**src/rtl/m3_step_monitor.sv**
```systemverilog
// m3 step-timing receiver: measures clocks per step, checks the 15,0..11 index sequence, flags overspeed/stall.
// Optional round-length accumulator enabled by defining M3_STEP_MONITOR_AVG_EN.
module m3_step_monitor #(
  parameter int CNT_W        = 22,
  parameter int PERIOD_MIN_P = 40,
  parameter int PERIOD_MAX_P = 4000000,
  parameter int LAST_STEP_P  = 11
) (
  input  logic             clkI,
  input  logic             nRstI,
  input  logic             workingI,
  input  logic             nextStepI,
  input  logic [3:0]       stepI,
  output logic [CNT_W-1:0] periodO,
  output logic             periodValidO,
  output logic             roundDoneO,
  output logic [15:0]      roundCntO,
  output logic             overSpeedO,
  output logic             stallO,
  output logic             seqErrO,
  output logic [CNT_W+3:0] roundLenO
);

  localparam logic [CNT_W-1:0] CNT_ALL1 = {CNT_W{1'b1}};
  localparam logic [CNT_W-1:0] CNT_ONE  = {{(CNT_W-1){1'b0}}, 1'b1};
  localparam logic [CNT_W-1:0] MIN_C    = CNT_W'(PERIOD_MIN_P);
  localparam logic [CNT_W-1:0] MAX_C    = CNT_W'(PERIOD_MAX_P);
  localparam logic [3:0]       LAST_C   = 4'(LAST_STEP_P);

  logic [CNT_W-1:0] cnt_r;
  logic [CNT_W-1:0] cntInc_s;
  logic [3:0]       expStep_r;
  logic [3:0]       nextExp_s;
  logic             first_r;
  logic             isLast_s;
  logic             mismatch_s;
  logic [CNT_W-1:0] period_r;
  logic             periodValid_r;
  logic             roundDone_r;
  logic [15:0]      roundCnt_r;
  logic             overSpeed_r;
  logic             stall_r;
  logic             seqErr_r;

  // Next-state helpers: saturating count and expected-index tracking
  always_comb begin
    cntInc_s   = (cnt_r == CNT_ALL1) ? cnt_r : (cnt_r + CNT_ONE);
    isLast_s   = (stepI == LAST_C);
    mismatch_s = (stepI != expStep_r);
    nextExp_s  = isLast_s ? 4'd0 : (stepI + 4'd1);
  end

  // Period counter, sequence tracking and status flags
  always_ff @(posedge clkI or negedge nRstI) begin
    if (!nRstI) begin
      cnt_r         <= CNT_ONE;
      expStep_r     <= 4'hF;
      first_r       <= 1'b1;
      period_r      <= {CNT_W{1'b0}};
      periodValid_r <= 1'b0;
      roundDone_r   <= 1'b0;
      roundCnt_r    <= 16'd0;
      overSpeed_r   <= 1'b0;
      stall_r       <= 1'b0;
      seqErr_r      <= 1'b0;
    end else if (!workingI) begin
      cnt_r         <= CNT_ONE;
      expStep_r     <= 4'hF;
      first_r       <= 1'b1;
      period_r      <= {CNT_W{1'b0}};
      periodValid_r <= 1'b0;
      roundDone_r   <= 1'b0;
      roundCnt_r    <= 16'd0;
      overSpeed_r   <= 1'b0;
      stall_r       <= 1'b0;
      seqErr_r      <= 1'b0;
    end else begin
      periodValid_r <= 1'b0;
      roundDone_r   <= 1'b0;
      if (nextStepI) begin
        cnt_r     <= CNT_ONE;
        expStep_r <= nextExp_s;
        first_r   <= 1'b0;
        stall_r   <= 1'b0;
        if (mismatch_s) begin
          seqErr_r <= 1'b1;
        end
        // The very first strobe only anchors the period measurement
        if (!first_r) begin
          period_r      <= cnt_r;
          periodValid_r <= 1'b1;
          overSpeed_r   <= (cnt_r < MIN_C);
          if (isLast_s) begin
            roundDone_r <= 1'b1;
            if (roundCnt_r != 16'hFFFF) begin
              roundCnt_r <= roundCnt_r + 16'd1;
            end
          end
        end
      end else begin
        cnt_r <= cntInc_s;
        // Flag goes high as the counter steps past the maximum legal period
        if (cnt_r >= MAX_C) begin
          stall_r <= 1'b1;
        end
      end
    end
  end

`ifdef M3_STEP_MONITOR_AVG_EN
  logic [CNT_W+3:0] acc_r;
  logic [CNT_W+3:0] roundLen_r;
  logic [CNT_W+3:0] cntExt_s;
  logic             accOk_r;

  assign cntExt_s = {4'd0, cnt_r};

  // Sum of step periods over a clean round, published at the last step
  always_ff @(posedge clkI or negedge nRstI) begin
    if (!nRstI) begin
      acc_r      <= {(CNT_W+4){1'b0}};
      roundLen_r <= {(CNT_W+4){1'b0}};
      accOk_r    <= 1'b0;
    end else if (!workingI) begin
      acc_r      <= {(CNT_W+4){1'b0}};
      roundLen_r <= {(CNT_W+4){1'b0}};
      accOk_r    <= 1'b0;
    end else if (nextStepI) begin
      if (first_r) begin
        acc_r   <= {(CNT_W+4){1'b0}};
        accOk_r <= !mismatch_s;
      end else if (isLast_s) begin
        if (accOk_r && !mismatch_s) begin
          roundLen_r <= acc_r + cntExt_s;
        end
        acc_r   <= {(CNT_W+4){1'b0}};
        accOk_r <= 1'b1;
      end else begin
        acc_r <= acc_r + cntExt_s;
        if (mismatch_s) begin
          accOk_r <= 1'b0;
        end
      end
    end
  end

  assign roundLenO = roundLen_r;
`else
  assign roundLenO = {(CNT_W+4){1'b0}};
`endif

  assign periodO      = period_r;
  assign periodValidO = periodValid_r;
  assign roundDoneO   = roundDone_r;
  assign roundCntO    = roundCnt_r;
  assign overSpeedO   = overSpeed_r;
  assign stallO       = stall_r;
  assign seqErrO      = seqErr_r;

endmodule

```
**config.mk**
```make
export PLATFORM = sky130hd
export DESIGN_NAME = m3_step_monitor
export DESIGN_NICKNAME = d
export VERILOG_FILES = /design/src/rtl/m3_step_monitor.sv
export SDC_FILE = /design/constraint.sdc
export NUM_CORES = 1
export LEC_CHECK = 0
export ABC_CLOCK_PERIOD_IN_PS = 2240
export CORE_ASPECT_RATIO = 0.5
export CORE_UTILIZATION = 45
export DETAILED_ROUTE_END_ITERATION = 7
export GPL_TIMING_DRIVEN = 0
export HOLD_SLACK_MARGIN = 0.03
export PLACE_DENSITY = 0.69
export SLEW_MARGIN = 15
export SYNTH_ARGS = -nofsm -noshare
export SYNTH_HDL_FRONTEND = slang
export SYNTH_SLANG_ARGS = --single-unit
```
**constraint.sdc**
```tcl
create_clock -name clkI -period 2.24 [get_ports clkI]
set_input_delay 0.448 -clock clkI [delete_from_list [all_inputs] [get_ports clkI]]
set_output_delay 0.448 -clock clkI [all_outputs]
set_load 0.01 [all_outputs]
```
Word level (Yosys, flattened, before mapping)
Index checks and enable logic that the tools add are counted.
Widths: inputs -> output; s select.
- bits in registers: 70
- output and inout bits: 69
- word-level logic and storage cells: 61
- add/subtract/negate cells: 3
- $lt $le $gt $ge: 2
- equality and inequality tests: 11
- multiplexer cells: 32
- reduce and logical (&&, ||, !) cells: 3
- operator list (cell ; number):
    $mux 22 ; 6
    $mux 16 ; 5
    $add 22x1->22 const B ; 1
    $eq 22x22->1 const B ; 1
    $ge 22x22->1 const B ; 1
    $lt 22x6->1 const B ; 1
    $mux 1 ; 18
    $add 16x1->16 const B ; 1
    $ne 16x16->1 const B ; 1
    $mux 4 ; 3
    $ne 2x1->1 const B ; 4
    $add 4x1->4 const B ; 1
    $eq 4x4->1 const B ; 1
    $ne 4x4->1 ; 1
    $reduce_and 2->1 ; 2
    $reduce_and 4->1 ; 1
    $ne 3x1->1 const B ; 1
    $ne 3x3->1 const B ; 1
    $ne 2x2->1 const B ; 1

Depth between registers and ports, before layout
Gate-level depths: netlist of run 1.
- word-level depth: 6
- mapped depth: 8
- mapped depth without buffers: 6

Worst setup path after synthesis of run 1
OpenSTA, ideal clock, no wires.
- path type: register -> register
- start: register roundCnt_r[0] (netlist: roundCntO[0])
- end: register roundCnt_r[5] (netlist: roundCntO[5])
- setup time: 119 ps
- arrival: 1732 ps
- slack: 390 ps
- cell stages (with the launch flop): 9
- buffers on the path: 2
- clock period less this slack: 1850 ps
- path through: dfrtp_1 ha_1 nand2_1 or2_0 clkbuf_1 o21ai_1 buf_2 o31a_1 o21a_1
- cells in the longest elaborated chain, start to end: 6
- RTL lines (element ; RTL line ; source):
    from (decl) ; 40 ; logic [15:0] roundCnt_r;
    from (signal assigned) ; 96 ; roundCnt_r <= roundCnt_r + 16'd1;
    $add 16x1->16 ; 96 ;
    $mux 16 ; 95 ; if (roundCnt_r != 16'hFFFF) begin
    $mux 16 ; 93 ; if (isLast_s) begin
    $mux 16 ; 89 ; if (!first_r) begin
    $mux 16 ; 80 ; if (nextStepI) begin
    $mux 16 ; 66 ; end else if (!workingI) begin
Parallel ways exist; a longest one is shown, timed or not. The select of a mux whose other input is x is not followed.
A chain may end at the register's enable or synchronous reset.

Worst setup path after layout of run 1
- start: input port stepI[0]
- end: register roundCnt_r[5] (netlist: roundCntO[5])
- cells in the longest elaborated chain, start to end: 3
- RTL lines (element ; RTL line ; source):
    from (decl) ; 13 ; input logic [3:0] stepI,
    $eq 4x4->1 ; 48 ; isLast_s = (stepI == LAST_C);
    $ne 2x1->1 (no line) ; n/a ;
    $reduce_and 4->1 (no line) ; n/a ;
Every way passes these cells.

==> results by group, run 1 <==
Outcome
  • Status: completed

Synthesis
  • Asr flop ratio synth: 100%
  • Mux cell area share after synthesis: 0.556%
  • Complex-gate fraction of the synthesized area: 15.8%
  • Synth Cell Area: 3600 um2
  • Synth Area per Inst: 10.1 um2
  • Largest family of logic cells by synthesized area: simple AND/OR/NAND/NOR gates
  • Synth Warn #: 0
  • Synth Register Bits: 70
  • Post-synthesis sequential area ratio: 48.9%
  • Post-Synth Simple-Gate Area: 18.3%
  • XOR/XNOR Fraction of Synth Area: 6.08%
  • Synth unique cells: 48
  • Cells after Synth: 358
  • Synth Area in Adders: 1.04%
  • Dominant synthesized flop cell: dfrtp_1
  • Post-synth EDFFs: 0

Worst setup path
  • Critical path type: input port to flop
  • Critical Path End Type: flop
  • Crit start category: input port
  • Critical path's top delay family: buffers and inverters
  • Crit path cell chain: clkdlybuf4s50_1 > ha_1 > nand3b_1 > buf_4 > nor2_2 > o21ai_1 > buf_2 > o31a_1 > o21a_1
  • Worst endpoint required time: 2460 ps
  • Critical Path Max Stage Delay: 540 ps
  • Max FO, Critical Path: 10
  • Slowest CP cell: clkdlybuf4s50_1
  • Crit path DAT: 2350 ps
  • Crit path buffers/inverters: 3

Power
  • Pwr Density: 596 nW/um2
  • NetSw: 0.000617 W
  • Internal power: 0.00217 W
  • Leak: 2.03 nW
  • Net Sw Frac: 22.1%
  • Reg power frac: 46.5%
  • Total Power: 0.00279 W
  • Clock power frac: 46.4%
  • Combinational share of power: 7.1%
  • Maximum VDD drop: 369 uV

CTS
  • CTS root buf: clkbuf_16
  • TritonCTS Buffers: 9
  • H-Tree Depth: 3
  • CTS Sinks: 70
  • Clk_lat worst skew: 330 ps
  • CTS Buffer Depth: 2
  • Clock input transition at the sequential cells of the worst setup and hold paths: 50 ps
  • CTS tree: done

Placed design
  • Pre-CTS worst setup slack: -437 ps
  • DP HPWL: 5510 um
  • Dpl cells: 542
  • IO Port Bufs: 50
  • GPL Wtd Cong: 0.837

Finish
  • Fill cells: 655
  • Commonest cells after routing, fill and taps aside: dfrtp_1 (64), clkdlybuf4s50_1 (49), buf_4 (28), nor2_1 (26), conb_1 (26)
  • Util after Layout: 62.0%
  • ANT cells: 0
  • Non-Filler Instances: 559
  • Layout Area Growth over Synthesis: 29.8%
  • Share of cells above drive strength 1: 15.1%
  • Final net count: 458
  • Area of the multi-input gates: 1640 um2
  • Most common cell after layout, fill and taps aside: dfrtp_1
  • Register Area: 1760 um2

STA
  • Post-route setup slack: 111 ps
  • Fmax: 0.470 GHz
  • Minimum clock period: 2130 ps
  • Max_slew headroom: 59.8%
  • Period utilization: 95.0%
  • Hold Slack: 491 ps
  • Fin. Hold Viols: 0
  • RSZ-0062 raised after global routing: no
  • Final setup fails: 0
  • Worst Tran Pin Value: 598 ps
  • Final Slew Violations: 0
  • Worst Clk Skew: 7.18 ps

Floorplanning
  • Initial core utilization: 47.7%
  • Die width: 129 um
  • I/O pin total: 77
  • Cell Rows: 22
  • Core area: 7540 um2
  • Die Y: 65.3 um
  • Die area: 8390 um2

GRT
  • Largest net degree at the start of global routing: 59
  • First-pass GRT wire length: 13,500 um
  • Total global routing overflow: 0
  • Vias in the first global route: 2,830
  • Total track usage: 21.1%
  • Antenna violations before repair: 0

Route
  • Routed WL per cell: 14.2 um
  • DR vias: 2,909
  • DR pass1 iterations: 4
  • Via density: 5.20
  • Post-route DRC: 0
  • Starting DRT DRC Count: 198
  • Routed Wire Length: 7920 um
  • Antenna Nets Post-Route: 0

Min path
  • Type of the most critical hold path: flop to flop

Flow run
  • Max_cap viols: 0
==> worst reg2reg max path: cells and delay by family, from the launching register on <==
family	cells	cell delay, ps
AOI/OAI and AO/OA	2	340
and+or+nand+nor	3	770
adders and majority gates	1	190
DFF	1	570
buffers and inverters	1	160
==> state kept, by name, indices dropped and copies added (netlist names) <==
signal	cells
roundDoneO	1
seqErrO	1
expStep_r	4
roundCntO	16
cnt_r	22
overSpeedO	1
periodValidO	1
stallO	1
first_r	1
periodO	22
==> area by class of cell <==
type,count,share of cell area (%)
Clock inverter,1,0.107
Sequential cell,70,37.6
Tap cell,108,2.89
Buffer,45,6.48
Clock buffer,14,5.65
Inverter,8,0.642
Timing Repair Buffer,53,11.6
Multi-Input combinational cell,260,35.0
==> stage by stage <==
step | TNS [ps] | area (um2)
after CTS | 0 | 4640
after detailed placement | -6670 | 4360
after floorplan | 0 | 3690
after global routing | 0 | 4670
final | 0 | 4670
after global placement | -106740 | 4330
==> kinds of logic (layout without fill, tap and decap cells) <==
group / after synthesis / in the layout
simple gates: 123 / 123
compound gates: 81 / 81
flops: 70 / 70
buf+inv: 53 / 121
xor+xnor: 25 / 25
fa+ha+maj: 3 / 3
mux: 2 / 2
other cells: 1 / 26
==> repair_timing <==
action | CTS | global route
pin swaps | 0 | 0
endpoints found under the hold margin | 10 | 0
endpoints found under the setup margin | 4 | 14
gates resized for setup | 1 | 7
setup buffers | 0 | 1
hold buffers | 1 | 0
==> synthesized netlist by cell type, drive strengths merged, types with 6 or more instances <==
master / count / area [um2]
o21ai: 21 / 105
xor2: 11 / 96.3
a21oi: 12 / 60.1
nor4: 7 / 50.1
nand4: 11 / 75.1
nand2: 23 / 86.3
nand3: 15 / 75.1
a22o: 22 / 193
clkbuf: 11 / 41.3
xnor2: 14 / 123
and2: 6 / 37.5
dfrtp: 64 / 1600
nor3: 6 / 35.0
nor2: 28 / 108
and3: 8 / 50.1
dfstp: 6 / 158
inv: 8 / 30.0
buf: 34 / 260
==> power by group through the flow <==
stage,combinational [W],clock [W],sequential [W]
finish,0.000198,0.00129,0.00130
global placement,0.000186,0,0.00132
detailed placement,0.000195,0,0.00132
CTS,0.000197,0.00132,0.00130
floorplan,0.000115,0,0.00132
global route,0.000224,0.00139,0.00130
==> metal layers <==
layer  up-vias  global-route usage (%)  part of all wire [%]
li1       1420                       -                     -
met1      1394                    27.6                    48
met2        89                    32.8                    46
met3         6                    7.74                   5.7
met4         0                    6.18                  0.91
met5         -                       0                     0
==> path summary, 6_finish.rpt <==
check	startpoint	to	slack, ps	cells past startpoint
max in group asynchronous	nRstI	cnt_r[0]	1150	3
max	stepI[0]	roundCntO[5]	110	9
min reg2reg	first_r	first_r	490	2
min in group asynchronous	nRstI	roundCntO[6]	510	2
min	first_r	first_r	490	2
max reg2reg	cnt_r[0]	cnt_r[18]	120	7
No activity file was read; power rests on OpenSTA's default activity.
==> inputs of run 2 (changes only) <==
PLACE_DENSITY = 0.72   (was 0.69)
==> run 2 against run 1 <==
  * Clock power about the same
  * Register-to-register slack about the same
  * Setup slack got worse by 55 ps
  * Via count decreased by 0.89%
  * Largest cell class unchanged
  * Largest power group is now the clock network
==> results by group, run 2 (same netlist as run 1, synthesis figures left out) <==
Outcome
  • Status: completed

Floorplanning
  • Die width: 129 um (unchanged)
  • Die Y: 65.3 um (unchanged)
  • Core area: 7540 um2 (unchanged)
  • I/O pin total: 77 (unchanged)
  • Initial core utilization: 47.7% (unchanged)
  • Die area: 8390 um2 (unchanged)
  • Cell Rows: 22 (unchanged)

Route
  • Routed WL per cell: 13.5 um (-4.5%)
  • Via density: 5.13 (-1.4%)
  • Highest metal used: met4
  • Met3 Wirelength: 428 um (-5.7%)
  • Routed Wire Length: 7610 um (-4.0%)
  • DR vias: 2,883 (-0.89%)
  • Wire length on met2: 3330 um (-8.4%)
  • DR pass1 iterations: 4 (unchanged)
  • Starting DRT DRC Count: 184 (-7.1%)
  • Met1 WL: 3740 um (-0.56%)
  • Post-route DRC: 0 (unchanged)
  • Antenna Nets Post-Route: 0 (unchanged)

STA
  • Worst Tran Pin Value: 625 ps (+27.1 ps)
  • Max_slew headroom: 58.0% (-1.8 points)
  • Fin. Hold Viols: 0 (unchanged)
  • Worst Clk Skew: 3.81 ps (-3.36 ps)
  • Period utilization: 97.5% (+2.5 points)
  • Fmax: 0.458 GHz (-2.5%)
  • RSZ-0062 raised after global routing: yes
  • Hold Slack: 492 ps (+1.22 ps)
  • Minimum clock period: 2180 ps (+55.4 ps)
  • Final Slew Violations: 0 (unchanged)
  • Final setup fails: 0 (unchanged)

Power
  • Pwr Density: 597 nW/um2 (about the same)
  • Leak: 2.05 nW (+1.1%)
  • Maximum VDD drop: 384 uV (+4.1%)

Min path
  • Type of the most critical hold path: flop to flop

GRT
  • Vias in the first global route: 2,634 (-6.9%)
  • Total track usage: 20.1% (-0.94 points)
  • Total global routing overflow: 0 (unchanged)
  • Antenna violations before repair: 0 (unchanged)
  • Largest net degree at the start of global routing: 51 (-14%)
  • First-pass GRT wire length: 12,800 um (-5.4%)

Finish
  • Fill cells: 659 (+0.61%)
  • Share of cells above drive strength 1: 16.1% (+1.0 points)
  • Final net count: 460 (+0.44%)
  • Post-route cell area: 4690 um2 (+0.40%)
  • ANT cells: 0 (unchanged)
  • Most common cell after layout, fill and taps aside: dfrtp_1
  • Layout Area Growth over Synthesis: 30.3%
  • Commonest cells after routing, fill and taps aside: dfrtp_1 (64), clkdlybuf4s50_1 (48), buf_4 (30), nor2_1 (26), conb_1 (26)

Worst setup path
  • Critical Path End Type: flop
  • Worst endpoint required time: 2460 ps (about the same)
  • Critical path type: input port to flop
  • Crit path DAT: 2410 ps (+60 ps)
  • R2r setup slk: 130 ps (about the same)
  • Crit start category: input port
  • Max FO, Critical Path: 10 (unchanged)

Placed design
  • GPL Wtd Cong: 0.836 (-0.20%)
  • IO Port Bufs: 50 (unchanged)
  • DP HPWL: 5330 um (-3.2%)
  • Placed cell areas: 4360 um2 (unchanged)

CTS
  • CTS tree: done
  • CTS Sinks: 70 (unchanged)
  • TritonCTS Buffers: 9 (unchanged)
  • CTS Buffer Depth: 2 (unchanged)
  • H-Tree Depth: 3 (unchanged)
  • CTS root buf: clkbuf_16
  • Clock input transition at the sequential cells of the worst setup and hold paths: 60 ps (about the same)
  • Clk_lat worst skew: 340 ps (about the same)

Flow run
  • Max_cap viols: 0 (unchanged)
==> run 2: changes by cell type in the layout (fill, tap and decap cells not counted), sizes merged <==
cell           previous run  this run
clkinv                    1         6
clkbuf                   25        21
buf                      37        39
clkdlybuf4s50            49        48
dlymetal6s2s              0         1
==> run 2: metrics by stage <==
step / worst slack (ps) / total power [W] / cells / setup TNS (ps) / util [%]
floorplan: 390 / 0.00143 / 383 / 0 / -
global placement: -1620 / 0.00150 / 541 / -113660 / 57.4
detailed placement: -326 / 0.00151 / 542 / -5680 / 57.7
CTS: 58.3 / 0.00282 / 559 / 0 / 61.6
global route: -63.9 / 0.00292 / 562 / -262 / 62.2
finish: 56.0 / 0.00280 / 562 / 0 / 62.2
==> run 2: worst max-delay path, cell delays in order <==
cell and delay [ps]:
clkdlybuf4s50_1 520, ha_2 220, nand3b_1 230, nor2_2 220, o21ai_1 110, buf_2 190
o31a_1 280, o21a_1 180
==> run 2: timing repair <==
| item | 4_1_cts | 5_1_grt |
|---|---|---|
| endpoints found under the setup margin | 1 | 11 |
| pin swaps | 0 | 1 |
| hold endpoints to repair | 20 | 0 |
| hold buffers | 1 | 0 |
| buffers inserted | 0 | 3 |
| resized for setup | 1 | 5 |
==> run 2: path summary, 6_finish.rpt <==
kind,start,endpoint,cells after the start
worst max-delay path,stepI[1],roundCntO[5],8
worst min-delay path,overSpeedO,overSpeedO,2
worst max register to register,cnt_r[0],cnt_r[7],6
worst min register to register,overSpeedO,overSpeedO,2
max in group asynchronous,nRstI,expStep_r[3],3
min in group asynchronous,nRstI,periodO[7],2
==> run 2: metal layers <==
layer / up-vias / GRT usage [%]
li1: 1435 / -
met1: 1362 / 26.3
met3: 10 / 8.14
met4: 0 / 5.29
met2: 76 / 31.0
met5: - / 0
==> run 2: layout make-up <==
type,count,area (um2),area share [%]
sequential,70,1760,37.5
multi-input combinational,260,1630,34.7
timing repair buffer,55,561,11.9
buffer,45,302,6.42
clock buffer,10,239,5.09
tap,108,135,2.88
clock inverter,6,37.5,0.800
inverter,8,30.0,0.640
==> run 2: where the power goes <==
part           internal (W)  switching (W)
registers           0.00128      0.0000112
logic             0.0000834       0.000115
clock network      0.000774       0.000533
